**config.mk**
```make
export PLATFORM = sky130hd
export DESIGN_NAME = control_unit_flat
export DESIGN_NICKNAME = d
export VERILOG_FILES = /design/src/rtl/control_unit_pkg.sv /design/src/rtl/control_unit_if.sv /design/src/rtl/control_unit_opcode_classifier.sv /design/src/rtl/control_unit.sv /design/src/flat_wrapper.sv
export SDC_FILE = /design/constraint.sdc
export NUM_CORES = 1
export LEC_CHECK = 0
export CORE_UTILIZATION = 50
export DETAILED_ROUTE_END_ITERATION = 16
export GPL_TIMING_DRIVEN = 0
export PLACE_DENSITY = 0.77
export SLEW_MARGIN = 20
export SYNTH_ARGS = -nofsm -noshare
export SYNTH_HDL_FRONTEND = slang
export SYNTH_SLANG_ARGS = --single-unit
```
**constraint.sdc**
```tcl
create_clock -name i_clk -period 2.6 [get_ports i_clk]
set_input_delay 0.78 -clock i_clk [delete_from_list [all_inputs] [get_ports i_clk]]
set_output_delay 0.78 -clock i_clk [all_outputs]
set_load 0.005 [all_outputs]
```
**src/rtl/control_unit_pkg.sv**
```systemverilog
// Shared types and constants for the calculator-CPU control sequencer:
// state and opcode-class encodings, opcode map, address-mux codes, strobe decode.
package control_unit_pkg;

    localparam int unsigned OPC_W      = 6;
    localparam int unsigned FLAG_W     = 4;
    localparam int unsigned ALU_OP_W   = 4;
    localparam int unsigned ADDR_SEL_W = 2;

    typedef enum logic [3:0] {
        ST_IDLE,
        ST_FETCH,
        ST_IRLOAD,
        ST_DECODE,
        ST_EXEC,
        ST_MEM,
        ST_ALU_WAIT,
        ST_WB,
        ST_HALT
    } state_e;

    typedef enum logic [2:0] {
        CLS_HLT,
        CLS_LDR,
        CLS_STR,
        CLS_PSH,
        CLS_POP,
        CLS_BRANCH,
        CLS_ALU,
        CLS_NOP
    } class_e;

    localparam logic [OPC_W-1:0] OPC_HLT      = 6'h00;
    localparam logic [OPC_W-1:0] OPC_LDR      = 6'h01;
    localparam logic [OPC_W-1:0] OPC_STR      = 6'h02;
    localparam logic [OPC_W-1:0] OPC_PSH      = 6'h03;
    localparam logic [OPC_W-1:0] OPC_POP      = 6'h04;
    localparam logic [OPC_W-1:0] OPC_BRZ      = 6'h05;
    localparam logic [OPC_W-1:0] OPC_BRN      = 6'h06;
    localparam logic [OPC_W-1:0] OPC_BRC      = 6'h07;
    localparam logic [OPC_W-1:0] OPC_BRV      = 6'h08;
    localparam logic [OPC_W-1:0] OPC_BRA      = 6'h09;
    localparam logic [OPC_W-1:0] OPC_ALU_BASE = 6'h10;

    localparam logic [ADDR_SEL_W-1:0] ADDR_PC  = 2'd0;
    localparam logic [ADDR_SEL_W-1:0] ADDR_IMM = 2'd1;
    localparam logic [ADDR_SEL_W-1:0] ADDR_SP  = 2'd2;

    // Branch condition index into FLAGS = {Z,N,C,V}
    localparam logic [1:0] COND_Z = 2'd0;
    localparam logic [1:0] COND_N = 2'd1;
    localparam logic [1:0] COND_C = 2'd2;
    localparam logic [1:0] COND_V = 2'd3;

    typedef struct packed {
        logic                  ir_w;
        logic                  pc_inc;
        logic [ADDR_SEL_W-1:0] addr_sel;
        logic                  mem_rd;
        logic                  mem_wr;
        logic                  sp_inc;
        logic                  sp_dec;
        logic                  alu_start;
        logic                  reg_w;
        logic                  wb_sel;
        logic                  illegal;
    } strobe_t;

    function automatic logic flag_sel(logic [FLAG_W-1:0] flags, logic [1:0] idx);
        logic f;
        case (idx)
            COND_Z:  f = flags[3];
            COND_N:  f = flags[2];
            COND_C:  f = flags[1];
            default: f = flags[0];
        endcase
        return f;
    endfunction

    // Moore strobe pattern for a state given the latched opcode class
    function automatic strobe_t decode_strobes(state_e st, class_e cls, logic illegal);
        strobe_t s;
        s = '0;
        case (st)
            ST_FETCH: begin
                s.mem_rd   = 1'b1;
                s.addr_sel = ADDR_PC;
            end
            ST_IRLOAD: begin
                s.ir_w   = 1'b1;
                s.pc_inc = 1'b1;
            end
            ST_EXEC: begin
                s.alu_start = (cls == CLS_ALU);
                s.sp_dec    = (cls == CLS_PSH);
                s.illegal   = illegal;
            end
            ST_MEM: begin
                s.addr_sel = (cls == CLS_PSH || cls == CLS_POP) ? ADDR_SP : ADDR_IMM;
                s.mem_rd   = (cls == CLS_LDR || cls == CLS_POP);
                s.mem_wr   = (cls == CLS_STR || cls == CLS_PSH);
            end
            ST_WB: begin
                s.reg_w  = 1'b1;
                s.wb_sel = (cls == CLS_LDR || cls == CLS_POP);
                s.sp_inc = (cls == CLS_POP);
            end
            default: ;
        endcase
        return s;
    endfunction

endpackage

```
**src/rtl/control_unit_if.sv**
```systemverilog
// Instruction/status inputs and control strobes between the sequencer and the datapath.
interface control_unit_if;
    import control_unit_pkg::*;

    logic                  start;
    logic [OPC_W-1:0]      opcode;
    logic [FLAG_W-1:0]     flags;
    logic                  mem_ready;
    logic                  alu_done;

    logic                  ir_w;
    logic                  pc_inc;
    logic                  pc_load_c;
    logic [ADDR_SEL_W-1:0] addr_sel;
    logic                  mem_rd;
    logic                  mem_wr;
    logic                  sp_inc;
    logic                  sp_dec;
    logic                  alu_start;
    logic [ALU_OP_W-1:0]   alu_op;
    logic                  reg_w;
    logic                  wb_sel;
    logic                  illegal;
    logic                  halted;
    logic                  fault;

    modport slave (
        input  start, opcode, flags, mem_ready, alu_done,
        output ir_w, pc_inc, pc_load_c, addr_sel, mem_rd, mem_wr, sp_inc, sp_dec,
               alu_start, alu_op, reg_w, wb_sel, illegal, halted, fault
    );

    modport master (
        output start, opcode, flags, mem_ready, alu_done,
        input  ir_w, pc_inc, pc_load_c, addr_sel, mem_rd, mem_wr, sp_inc, sp_dec,
               alu_start, alu_op, reg_w, wb_sel, illegal, halted, fault
    );
endinterface

```
**src/rtl/control_unit_opcode_classifier.sv**
```systemverilog
// Combinational opcode decode: instruction class, branch condition index, illegal flag.
module control_unit_opcode_classifier
    import control_unit_pkg::*;
(
    input  logic [OPC_W-1:0] i_opcode,
    output class_e           o_class,
    output logic [1:0]       o_cond_idx,
    output logic             o_cond_always,
    output logic             o_illegal
);

    always_comb begin
        o_class       = CLS_NOP;
        o_cond_idx    = COND_Z;
        o_cond_always = 1'b0;
        o_illegal     = 1'b0;
        if (i_opcode[5:4] == OPC_ALU_BASE[5:4]) begin
            o_class = CLS_ALU;
        end else begin
            case (i_opcode)
                OPC_HLT: o_class = CLS_HLT;
                OPC_LDR: o_class = CLS_LDR;
                OPC_STR: o_class = CLS_STR;
                OPC_PSH: o_class = CLS_PSH;
                OPC_POP: o_class = CLS_POP;
                OPC_BRZ: begin o_class = CLS_BRANCH; o_cond_idx = COND_Z; end
                OPC_BRN: begin o_class = CLS_BRANCH; o_cond_idx = COND_N; end
                OPC_BRC: begin o_class = CLS_BRANCH; o_cond_idx = COND_C; end
                OPC_BRV: begin o_class = CLS_BRANCH; o_cond_idx = COND_V; end
                OPC_BRA: begin o_class = CLS_BRANCH; o_cond_always = 1'b1; end
                default: o_illegal = 1'b1;
            endcase
        end
    end

endmodule

```
**src/rtl/control_unit.sv**
```systemverilog
// Multi-cycle fetch/decode/execute/memory/writeback sequencer with bounded
// memory/ALU handshake waits that fault-halt on timeout.
module control_unit
    import control_unit_pkg::*;
#(
    parameter int unsigned WAIT_MAX = 16
) (
    input  logic           i_clk,
    input  logic           i_rst,
    control_unit_if.slave  io_bus
);

    localparam int unsigned           CNT_W    = $clog2(WAIT_MAX + 1);
    localparam logic [CNT_W-1:0]      CNT_LAST = CNT_W'(WAIT_MAX - 1);

    state_e              r_state;
    state_e              w_state_nxt;
    class_e              r_class;
    class_e              w_class;
    class_e              w_class_eff;
    logic [1:0]          r_cond_idx;
    logic [1:0]          w_cond_idx;
    logic                r_cond_always;
    logic                w_cond_always;
    logic                r_illegal;
    logic                w_illegal;
    logic                w_illegal_eff;
    logic [CNT_W-1:0]    r_wait_cnt;
    logic                w_waiting;
    logic                w_awaited;
    logic                w_timeout;
    strobe_t             r_strb;
    logic [ALU_OP_W-1:0] r_alu_op;
    logic                r_halted;
    logic                r_fault;

    control_unit_opcode_classifier u_classifier (
        .i_opcode      (io_bus.opcode),
        .o_class       (w_class),
        .o_cond_idx    (w_cond_idx),
        .o_cond_always (w_cond_always),
        .o_illegal     (w_illegal)
    );

    assign w_waiting = (r_state == ST_FETCH) || (r_state == ST_MEM) || (r_state == ST_ALU_WAIT);
    assign w_awaited = (r_state == ST_ALU_WAIT) ? io_bus.alu_done : io_bus.mem_ready;
    assign w_timeout = w_waiting && !w_awaited && (r_wait_cnt == CNT_LAST);

    // Class latches at DECODE; the strobes for EXEC are registered on that same edge
    assign w_class_eff   = (r_state == ST_DECODE) ? w_class   : r_class;
    assign w_illegal_eff = (r_state == ST_DECODE) ? w_illegal : r_illegal;

    always_comb begin
        w_state_nxt = r_state;
        case (r_state)
            ST_IDLE:     if (io_bus.start) w_state_nxt = ST_FETCH;
            ST_FETCH:    if (io_bus.mem_ready) w_state_nxt = ST_IRLOAD;
            ST_IRLOAD:   w_state_nxt = ST_DECODE;
            ST_DECODE:   w_state_nxt = ST_EXEC;
            ST_EXEC: begin
                case (r_class)
                    CLS_HLT:             w_state_nxt = ST_HALT;
                    CLS_BRANCH, CLS_NOP: w_state_nxt = ST_FETCH;
                    CLS_ALU:             w_state_nxt = ST_ALU_WAIT;
                    default:             w_state_nxt = ST_MEM;
                endcase
            end
            ST_MEM: begin
                if (io_bus.mem_ready)
                    w_state_nxt = (r_class == CLS_LDR || r_class == CLS_POP) ? ST_WB : ST_FETCH;
            end
            ST_ALU_WAIT: if (io_bus.alu_done) w_state_nxt = ST_WB;
            ST_WB:       w_state_nxt = ST_FETCH;
            default:     w_state_nxt = ST_HALT;
        endcase
        if (w_timeout) w_state_nxt = ST_HALT;
    end

    always_ff @(posedge i_clk or posedge i_rst) begin
        if (i_rst) begin
            r_state       <= ST_IDLE;
            r_class       <= CLS_NOP;
            r_cond_idx    <= COND_Z;
            r_cond_always <= 1'b0;
            r_illegal     <= 1'b0;
            r_wait_cnt    <= '0;
            r_strb        <= '0;
            r_alu_op      <= '0;
            r_halted      <= 1'b0;
            r_fault       <= 1'b0;
        end else begin
            r_state <= w_state_nxt;
            if (r_state == ST_DECODE) begin
                r_class       <= w_class;
                r_cond_idx    <= w_cond_idx;
                r_cond_always <= w_cond_always;
                r_illegal     <= w_illegal;
            end
            // Any state change clears the counter, so each wait state starts from zero
            if (w_state_nxt != r_state)
                r_wait_cnt <= '0;
            else if (w_waiting)
                r_wait_cnt <= r_wait_cnt + CNT_W'(1);
            r_strb   <= decode_strobes(w_state_nxt, w_class_eff, w_illegal_eff);
            r_alu_op <= (w_state_nxt == ST_EXEC || w_state_nxt == ST_ALU_WAIT)
                        ? io_bus.opcode[ALU_OP_W-1:0] : '0;
            if (w_state_nxt == ST_HALT) r_halted <= 1'b1;
            if (w_timeout)              r_fault  <= 1'b1;
        end
    end

    // Branch decision follows FLAGS live during EXEC
    assign io_bus.pc_load_c = (r_state == ST_EXEC) && (r_class == CLS_BRANCH)
                              && (r_cond_always || flag_sel(io_bus.flags, r_cond_idx));

    assign io_bus.ir_w      = r_strb.ir_w;
    assign io_bus.pc_inc    = r_strb.pc_inc;
    assign io_bus.addr_sel  = r_strb.addr_sel;
    assign io_bus.mem_rd    = r_strb.mem_rd;
    assign io_bus.mem_wr    = r_strb.mem_wr;
    assign io_bus.sp_inc    = r_strb.sp_inc;
    assign io_bus.sp_dec    = r_strb.sp_dec;
    assign io_bus.alu_start = r_strb.alu_start;
    assign io_bus.alu_op    = r_alu_op;
    assign io_bus.reg_w     = r_strb.reg_w;
    assign io_bus.wb_sel    = r_strb.wb_sel;
    assign io_bus.illegal   = r_strb.illegal;
    assign io_bus.halted    = r_halted;
    assign io_bus.fault     = r_fault;

endmodule

```
**src/flat_wrapper.sv**
```systemverilog
// flat-port wrapper written by rule: the top's interface ports become plain ports
module control_unit_flat import control_unit_pkg::*;
#(
    parameter int unsigned WAIT_MAX = 16
)
  (i_clk, i_rst, io_bus_start, io_bus_opcode, io_bus_flags, io_bus_mem_ready, io_bus_alu_done, io_bus_ir_w, io_bus_pc_inc, io_bus_pc_load_c, io_bus_addr_sel, io_bus_mem_rd, io_bus_mem_wr, io_bus_sp_inc, io_bus_sp_dec, io_bus_alu_start, io_bus_alu_op, io_bus_reg_w, io_bus_wb_sel, io_bus_illegal, io_bus_halted, io_bus_fault);
  control_unit_if io_bus_i ();
  input  logic i_clk;
  input  logic i_rst;
  input wire logic [$bits(io_bus_i.start)-1:0] io_bus_start;
  input wire logic [$bits(io_bus_i.opcode)-1:0] io_bus_opcode;
  input wire logic [$bits(io_bus_i.flags)-1:0] io_bus_flags;
  input wire logic [$bits(io_bus_i.mem_ready)-1:0] io_bus_mem_ready;
  input wire logic [$bits(io_bus_i.alu_done)-1:0] io_bus_alu_done;
  output wire logic [$bits(io_bus_i.ir_w)-1:0] io_bus_ir_w;
  output wire logic [$bits(io_bus_i.pc_inc)-1:0] io_bus_pc_inc;
  output wire logic [$bits(io_bus_i.pc_load_c)-1:0] io_bus_pc_load_c;
  output wire logic [$bits(io_bus_i.addr_sel)-1:0] io_bus_addr_sel;
  output wire logic [$bits(io_bus_i.mem_rd)-1:0] io_bus_mem_rd;
  output wire logic [$bits(io_bus_i.mem_wr)-1:0] io_bus_mem_wr;
  output wire logic [$bits(io_bus_i.sp_inc)-1:0] io_bus_sp_inc;
  output wire logic [$bits(io_bus_i.sp_dec)-1:0] io_bus_sp_dec;
  output wire logic [$bits(io_bus_i.alu_start)-1:0] io_bus_alu_start;
  output wire logic [$bits(io_bus_i.alu_op)-1:0] io_bus_alu_op;
  output wire logic [$bits(io_bus_i.reg_w)-1:0] io_bus_reg_w;
  output wire logic [$bits(io_bus_i.wb_sel)-1:0] io_bus_wb_sel;
  output wire logic [$bits(io_bus_i.illegal)-1:0] io_bus_illegal;
  output wire logic [$bits(io_bus_i.halted)-1:0] io_bus_halted;
  output wire logic [$bits(io_bus_i.fault)-1:0] io_bus_fault;
  assign io_bus_i.start = io_bus_start;
  assign io_bus_i.opcode = io_bus_opcode;
  assign io_bus_i.flags = io_bus_flags;
  assign io_bus_i.mem_ready = io_bus_mem_ready;
  assign io_bus_i.alu_done = io_bus_alu_done;
  assign io_bus_ir_w = io_bus_i.ir_w;
  assign io_bus_pc_inc = io_bus_i.pc_inc;
  assign io_bus_pc_load_c = io_bus_i.pc_load_c;
  assign io_bus_addr_sel = io_bus_i.addr_sel;
  assign io_bus_mem_rd = io_bus_i.mem_rd;
  assign io_bus_mem_wr = io_bus_i.mem_wr;
  assign io_bus_sp_inc = io_bus_i.sp_inc;
  assign io_bus_sp_dec = io_bus_i.sp_dec;
  assign io_bus_alu_start = io_bus_i.alu_start;
  assign io_bus_alu_op = io_bus_i.alu_op;
  assign io_bus_reg_w = io_bus_i.reg_w;
  assign io_bus_wb_sel = io_bus_i.wb_sel;
  assign io_bus_illegal = io_bus_i.illegal;
  assign io_bus_halted = io_bus_i.halted;
  assign io_bus_fault = io_bus_i.fault;
  control_unit #(.WAIT_MAX(WAIT_MAX)) u_core (.i_clk(i_clk), .i_rst(i_rst), .io_bus(io_bus_i));
endmodule
```
==> flow_metrics.env, run 1 <==
export IMPL_start_util_pct=53.41
export IMPL_drtAntennaViolNets=0
export IMPL_setup_worst_path_class="primary input to output port"
export IMPL_total_power_w=0.0008352
export IMPL_grtUsageMet1_pct=26.35
export IMPL_grt_pass1_wl_mm=6.624
export IMPL_cts_root_buf="clkbuf_4"
export IMPL_cts_sinks=32
export IMPL_p_int_w=0.0006389
export IMPL_drtIter0Drc=89
export IMPL_place_area_mm2=0.002198
export IMPL_ys_seq_area_share_pct=44.44
export IMPL_drv_slew=0
export IMPL_area_growth_pct=23.57
export IMPL_max_freq_mhz=391.4
export IMPL_period_minus_slack_ps=2555
export IMPL_globalRouteMet3Util_pct=6.985
export IMPL_clock_latency_ps=330
export IMPL_critPathMaxFanout=1
export IMPL_crit_path_end_kind="output port"
export IMPL_drv_cap=0
export IMPL_grtUsageMet2_pct=36.54
export IMPL_p_comb_share_pct=7.8
export IMPL_nets=231
export IMPL_cts_tree="done"
export IMPL_core_mm2=0.003390
export IMPL_synth_top_area_share_pct=40.08
export IMPL_routed_wl_mm=3.794
export IMPL_drc_errors=0
export IMPL_peakVddDrop_mv=0.2617
export IMPL_antenna_found_initial=0
export IMPL_sequentialPowerShare_pct=60.5
export IMPL_holdWs_ps=476.1
export IMPL_rsz0062_at_grt="false"
export IMPL_slew_headroom_pct=57.08
export IMPL_synth_seq_cells=32
export IMPL_worstPathArrival_ps=1780
export IMPL_required_ps=1820
export IMPL_die_h_um=62.18
export IMPL_post_cts_buffers=0
export IMPL_ys_warnings_count=0
export IMPL_tightest_slew_ps=642.9
export IMPL_io_pins=34
export IMPL_clkSlewWorstSetupHoldPaths_ps=100
export IMPL_p_clk_share_pct=31.8
export IMPL_die_x_um=62.18
export IMPL_synthTopCellsByArea="dfrtp_1, nor2_1, dfstp_2"
export IMPL_hpwlAfterDp_mm=2.854
export IMPL_critPathLaunchType="primary input"
export IMPL_place_gp_congestion=0.8574
export IMPL_cts_buffers=5
export IMPL_synth_edf_count=0
export IMPL_first_pass_iters=4
export IMPL_hold_viol=0
export IMPL_grtUsageTotal_pct=21.91
export IMPL_async_flop_share_pct=100.0
export IMPL_status="complete, no violations"
export IMPL_synth_area_per_cell_um2=10.41
export IMPL_drive_gt1_share_pct=16.74
export IMPL_period_share_pct=98.28
export IMPL_gr_total_overflow=0
export IMPL_io_buffer_count=33
export IMPL_p_sw_w=0.0001963
export IMPL_clock_skew_ps=13.13
export IMPL_setup_viol=0
export IMPL_cts_buffer_depth=2
export IMPL_htreeDepth=2
export IMPL_via_count=1443
export IMPL_diodes=0
export IMPL_grt_pass1_vias=1479
export IMPL_postSynthCellCount=174
export IMPL_powerDensity_mw_per_mm2=373.4
export IMPL_syn_area_mm2=0.001810
export IMPL_hold_path_class="flop to flop"
export IMPL_rows=21
export IMPL_globalRoute_busiestLayer="met2"
export IMPL_wire_per_inst_um=14.54
export IMPL_netlist_top_cell_by_area="dfrtp_1"
export IMPL_yosys_cell_types_count=56
export IMPL_final_cell_area_mm2=0.002237
export IMPL_vias_per_cell=5.529
export IMPL_syn_num_nets=191
export IMPL_p_leak_nw=0.9788
export IMPL_swShare_pct=23.50
export IMPL_ys_flop_type="dfrtp_1"
export IMPL_fin_util_pct=66.00
export IMPL_fp_dieArea_mm2=0.003866
export IMPL_grt_max_degree=33
-- metal layers --
| layer | wire (um) | share of wire, % |
|---|---|---|
| met2 | 1817 | 48 |
| met5 | 0 | 0 |
| met3 | 202 | 5.3 |
| met1 | 1722 | 45 |
| met4 | 52 | 1.4 |
-- critical path, stage by stage --
cell and delay, ps:
dlygate4sd2_1 220, mux4_2 460, nor2_1 130, nor3_1 70, buf_2 120
-- cells in the final DEF, fill, tap and decap left out, drive strengths merged, types with 3 or more instances in the layout --
| cell type | n |
|---|---|
| nor3 | 6 |
| xor2 | 4 |
| o21ai | 5 |
| nand3b | 3 |
| a211oi | 4 |
| or2 | 4 |
| nor3b | 4 |
| nand2 | 12 |
| and2 | 5 |
| mux2i | 3 |
| dlygate4sd2 | 4 |
| a21oi | 11 |
| o21bai | 4 |
| inv | 7 |
| clkbuf | 10 |
| dfrtp | 29 |
| clkdlybuf4s50 | 28 |
| nor2b | 6 |
| dfstp | 3 |
| nor2 | 23 |
| buf | 9 |
-- power groups by stage --
stage           logic, W  registers, W  clock network (W)
2_1_floorplan  0.0000322      0.000514                  0
3_3_place_gp   0.0000644      0.000514                  0
3_5_place_dp   0.0000670      0.000515                  0
4_1_cts        0.0000652      0.000505           0.000275
5_1_grt        0.0000721      0.000506           0.000298
6_report       0.0000647      0.000505           0.000265
-- stage by stage --
step | setup WS (ps) | setup TNS [ps] | instances
floorplan | 459.9 | 0 | 174
finish | 44.78 | 0 | 261
CTS | 39.22 | 0 | 261
detailed placement | -430.0 | -742.5 | 253
global route | 27.07 | 0 | 261
global placement | -418.1 | -450.9 | 253
-- synthesized netlist by cell type, drive strengths merged (2+ instances only) --
library cell and instances:
dfrtp 29, nor2 23, nand2 12, a21oi 11
buf 8, inv 7, nor2b 6, nor3 6
and2 5, o21ai 5, a211oi 4, nor3b 4
o21bai 4, or2 4, xor2 4, dfstp 3
mux2i 3, nand3b 3, a221oi 2, a31oi 2
and3 2, clkbuf 2, ha 2, o31ai 2
xnor2 2
-- registers in the layout (all words and copies together), names as in the netlist --
| name | count |
|---|---|
| u_core.io_bus.sp_dec | 1 |
| u_core.r_state | 4 |
| u_core.io_bus.mem_rd | 1 |
| u_core.r_cond_idx | 2 |
| u_core.io_bus.alu_op | 4 |
| u_core.r_wait_cnt | 5 |
| u_core.io_bus.fault | 1 |
| u_core.r_cond_always | 1 |
| u_core.io_bus.alu_start | 1 |
| u_core.io_bus.addr_sel | 2 |
| u_core.io_bus.illegal | 1 |
| u_core.io_bus.reg_w | 1 |
| u_core.r_class | 3 |
| u_core.io_bus.wb_sel | 1 |
| u_core.io_bus.mem_wr | 1 |
| u_core.io_bus.halted | 1 |
| u_core.io_bus.sp_inc | 1 |
| u_core.io_bus.ir_w | 1 |
-- area by class of cell --
type	count	area, um^2
fillers	288	1152
clock buffers	8	48.80
multi-input cells	125	897.1
well taps	46	57.56
flip-flops and latches	32	804.5
inverters	7	26.28
repair buffers	33	320.3
plain buffers	10	82.58
-- kinds of logic (layout without fill, tap and decap cells) --
logic type / Yosys count / after routing / synth area share (%)
AO/OA/AOI/OAI: 39 / 39 / 18.66
XOR/XNOR: 6 / 6 / 2.903
adder cells (fa/ha/maj): 2 / 2 / 1.382
buffers and inverters: 17 / 58 / 6.012
flip-flops: 32 / 32 / 44.44
multiplexers: 4 / 4 / 2.903
AND/OR/NAND/NOR: 74 / 74 / 23.70
-- path summary, 6_finish.rpt --
path	start	endpoint	slack [ps]	cells after the start
worst max-delay path	io_bus_flags[0]	io_bus_pc_load_c	40	5
worst min-delay path	u_core.io_bus.halted	u_core.io_bus.halted	480	1
max in group asynchronous	i_rst	u_core.r_state[1]	1320	2
min in group asynchronous	i_rst	u_core.io_bus.halted	850	2
worst min register to register	u_core.io_bus.halted	u_core.io_bus.halted	480	1
worst max register to register	u_core.r_wait_cnt[0]	u_core.r_wait_cnt[0]	230	9
-- repair_timing --
action,4_1_cts,5_1_grt
setup endpoints to repair,1,0
gates resized for setup,8,0
hold buffers,0,0
No activity file was read; power rests on OpenSTA's default activity.
==> run 2, diff against run 1 <==
--- a/config.mk
+++ b/config.mk
@@ -5,6 +5,7 @@
 export SDC_FILE = /design/constraint.sdc
 export NUM_CORES = 1
 export LEC_CHECK = 0
+export CAP_MARGIN = 40
 export CORE_UTILIZATION = 50
 export DETAILED_ROUTE_END_ITERATION = 16
 export GPL_TIMING_DRIVEN = 0
==> results of run 2 <==
Final layout, timing and power as in run 1 (identical DEF).
==> run 3, diff against run 2 <==
--- a/config.mk
+++ b/config.mk
@@ -10,6 +10,7 @@
 export DETAILED_ROUTE_END_ITERATION = 16
 export GPL_TIMING_DRIVEN = 0
 export PLACE_DENSITY = 0.77
+export SETUP_SLACK_MARGIN = 0.3
 export SLEW_MARGIN = 20
 export SYNTH_ARGS = -nofsm -noshare
 export SYNTH_HDL_FRONTEND = slang
==> flow_metrics.env, run 3 (synthesis results as in run 1) <==
export IMPL_status="complete, no violations"
export IMPL_p_int_w=0.0006417
export IMPL_diodes=0
export IMPL_reg2reg_slack_ps=380
export IMPL_holdWs_ps=478.9
export IMPL_grt_max_degree=33
export IMPL_cts_sinks=32
export IMPL_place_gp_congestion=0.8574
export IMPL_rsz0062_at_grt="true"
export IMPL_final_common_cell="dfrtp_1"
export IMPL_p_sw_w=0.0001986
export IMPL_cts_buffer_depth=2
export IMPL_first_pass_iters=4
export IMPL_core_mm2=0.003390
export IMPL_via_count=1491
export IMPL_p_clk_share_pct=31.5
export IMPL_p_comb_share_pct=8.4
export IMPL_fp_dieArea_mm2=0.003866
export IMPL_drv_cap=0
export IMPL_worstPathArrival_ps=1610
export IMPL_largest_register_ffs=5
export IMPL_grt_pass1_wl_mm=6.734
export IMPL_clkSlewWorstSetupHoldPaths_ps=100
export IMPL_clock_skew_ps=14.23
export IMPL_io_buffer_count=33
export IMPL_drtAntennaViolNets=0
export IMPL_clock_latency_ps=330
export IMPL_peakVddDrop_mv=0.2623
export IMPL_holdPathStages=1
export IMPL_drv_slew=0
export IMPL_nets=240
export IMPL_crit_path_end_kind="output port"
export IMPL_hold_viol=0
export IMPL_grtUsageTotal_pct=22.23
export IMPL_hpwlAfterDp_mm=2.854
export IMPL_setup_worst_path_class="primary input to output port"
export IMPL_reg2reg_depth=9
export IMPL_hp_start="u_core.io_bus.halted"
export IMPL_wire_per_inst_um=15.35
export IMPL_max_freq_mhz=418.7
export IMPL_start_util_pct=53.41
export IMPL_largest_register="u_core.r_wait_cnt"
export IMPL_die_h_um=62.18
export IMPL_grt_pass1_vias=1500
export IMPL_vias_per_cell=5.522
export IMPL_rr_endpoint="u_core.r_wait_cnt[4]"
export IMPL_area_growth_pct=33.24
export IMPL_swShare_pct=23.63
export IMPL_p_leak_nw=1.035
export IMPL_cts_root_buf="clkbuf_4"
export IMPL_setup_tns_ps=0
export IMPL_powerDensity_mw_per_mm2=348.3
export IMPL_critPathMaxFanout=1
export IMPL_setup_viol=0
export IMPL_gr_total_overflow=0
export IMPL_drc_errors=0
export IMPL_tightest_slew_ps=648.2
export IMPL_drive_gt1_share_pct=28.57
export IMPL_cts_tree="done"
export IMPL_final_cell_mix="dfrtp_1, clkdlybuf4s50_1, nor2_1"
export IMPL_hold_buffers=0
export IMPL_required_ps=1820
export IMPL_min_to="u_core.io_bus.halted"
export IMPL_cts_buffers=5
export IMPL_die_x_um=62.18
export IMPL_critPathLaunchType="primary input"
export IMPL_hold_path_class="flop to flop"
export IMPL_r2r_start="u_core.r_wait_cnt[0]"
export IMPL_io_pins=34
export IMPL_period_minus_slack_ps=2388
export IMPL_htreeDepth=2
export IMPL_drtIter0Drc=105
export IMPL_sequentialPowerShare_pct=60.1
export IMPL_slew_headroom_pct=56.72
export IMPL_antenna_found_initial=0
export IMPL_routed_wl_mm=4.144
export IMPL_period_share_pct=91.86
export IMPL_rows=21
## run 3: worst max-delay path by stage
stage                                 start               end  slack, ps
final                       io_bus_flags[0]  io_bus_pc_load_c        210
after detailed placement    io_bus_flags[0]  io_bus_pc_load_c       -430
after global routing      u_core.r_state[1]  io_bus_pc_load_c        150
after CTS                   io_bus_flags[0]  io_bus_pc_load_c        180
after global placement      io_bus_flags[0]  io_bus_pc_load_c       -420
after floorplan             io_bus_flags[0]  io_bus_pc_load_c        460
## run 3: layout make-up
cell class              instances  area [um^2]
well taps                      46        57.56
plain buffers                  10        92.59
repair buffers                 42        386.6
flip-flops and latches         32        805.8
clock buffers                   8        48.80
fillers                       257        977.2
multi-input cells             125        994.7
inverters                       7        26.28
## run 3: power groups by stage
stage	logic [W]	registers (W)	clock network (W)
2_1_floorplan	0.0000322	0.000514	0
5_1_grt	0.0000782	0.000506	0.000298
3_5_place_dp	0.0000670	0.000515	0
3_3_place_gp	0.0000644	0.000514	0
6_report	0.0000704	0.000505	0.000264
4_1_cts	0.0000657	0.000505	0.000275
## run 3: metrics by stage
step / area [um^2] / util (%) / instances / worst slack [ps] / total power, W
floorplan: 1810 / - / 174 / 459.9 / 0.0005457
global placement: 2198 / 64.86 / 253 / -418.1 / 0.0005788
detailed placement: 2198 / 64.86 / 253 / -430.0 / 0.0005818
CTS: 2246 / 66.26 / 262 / 182.2 / 0.0008454
global route: 2412 / 71.17 / 270 / 153.2 / 0.0008819
finish: 2412 / 71.17 / 270 / 211.6 / 0.0008403
## run 3: layer usage
layer | wire (um) | GRT usage (%) | part of all wire, % | vias to the layer above
li1 | - | - | - | 708
met1 | 1791 | 27.08 | 43 | 736
met2 | 2087 | 36.81 | 50 | 39
met3 | 202 | 6.985 | 4.9 | 8
met4 | 63 | 8.430 | 1.5 | 0
met5 | 0 | 0 | 0 | -
## run 3: worst max-delay path, stage by stage
cell and delay, ps:
buf_6 90, mux4_2 460, nor2_2 110, nor3_2 50, buf_2 120
## run 3: timing repair
action                     in CTS  in global routing
pin swaps                       5                 12
buffers inserted                1                  8
resized for setup              21                 24
gates cloned                    0                  0
setup endpoints to repair       6                 10
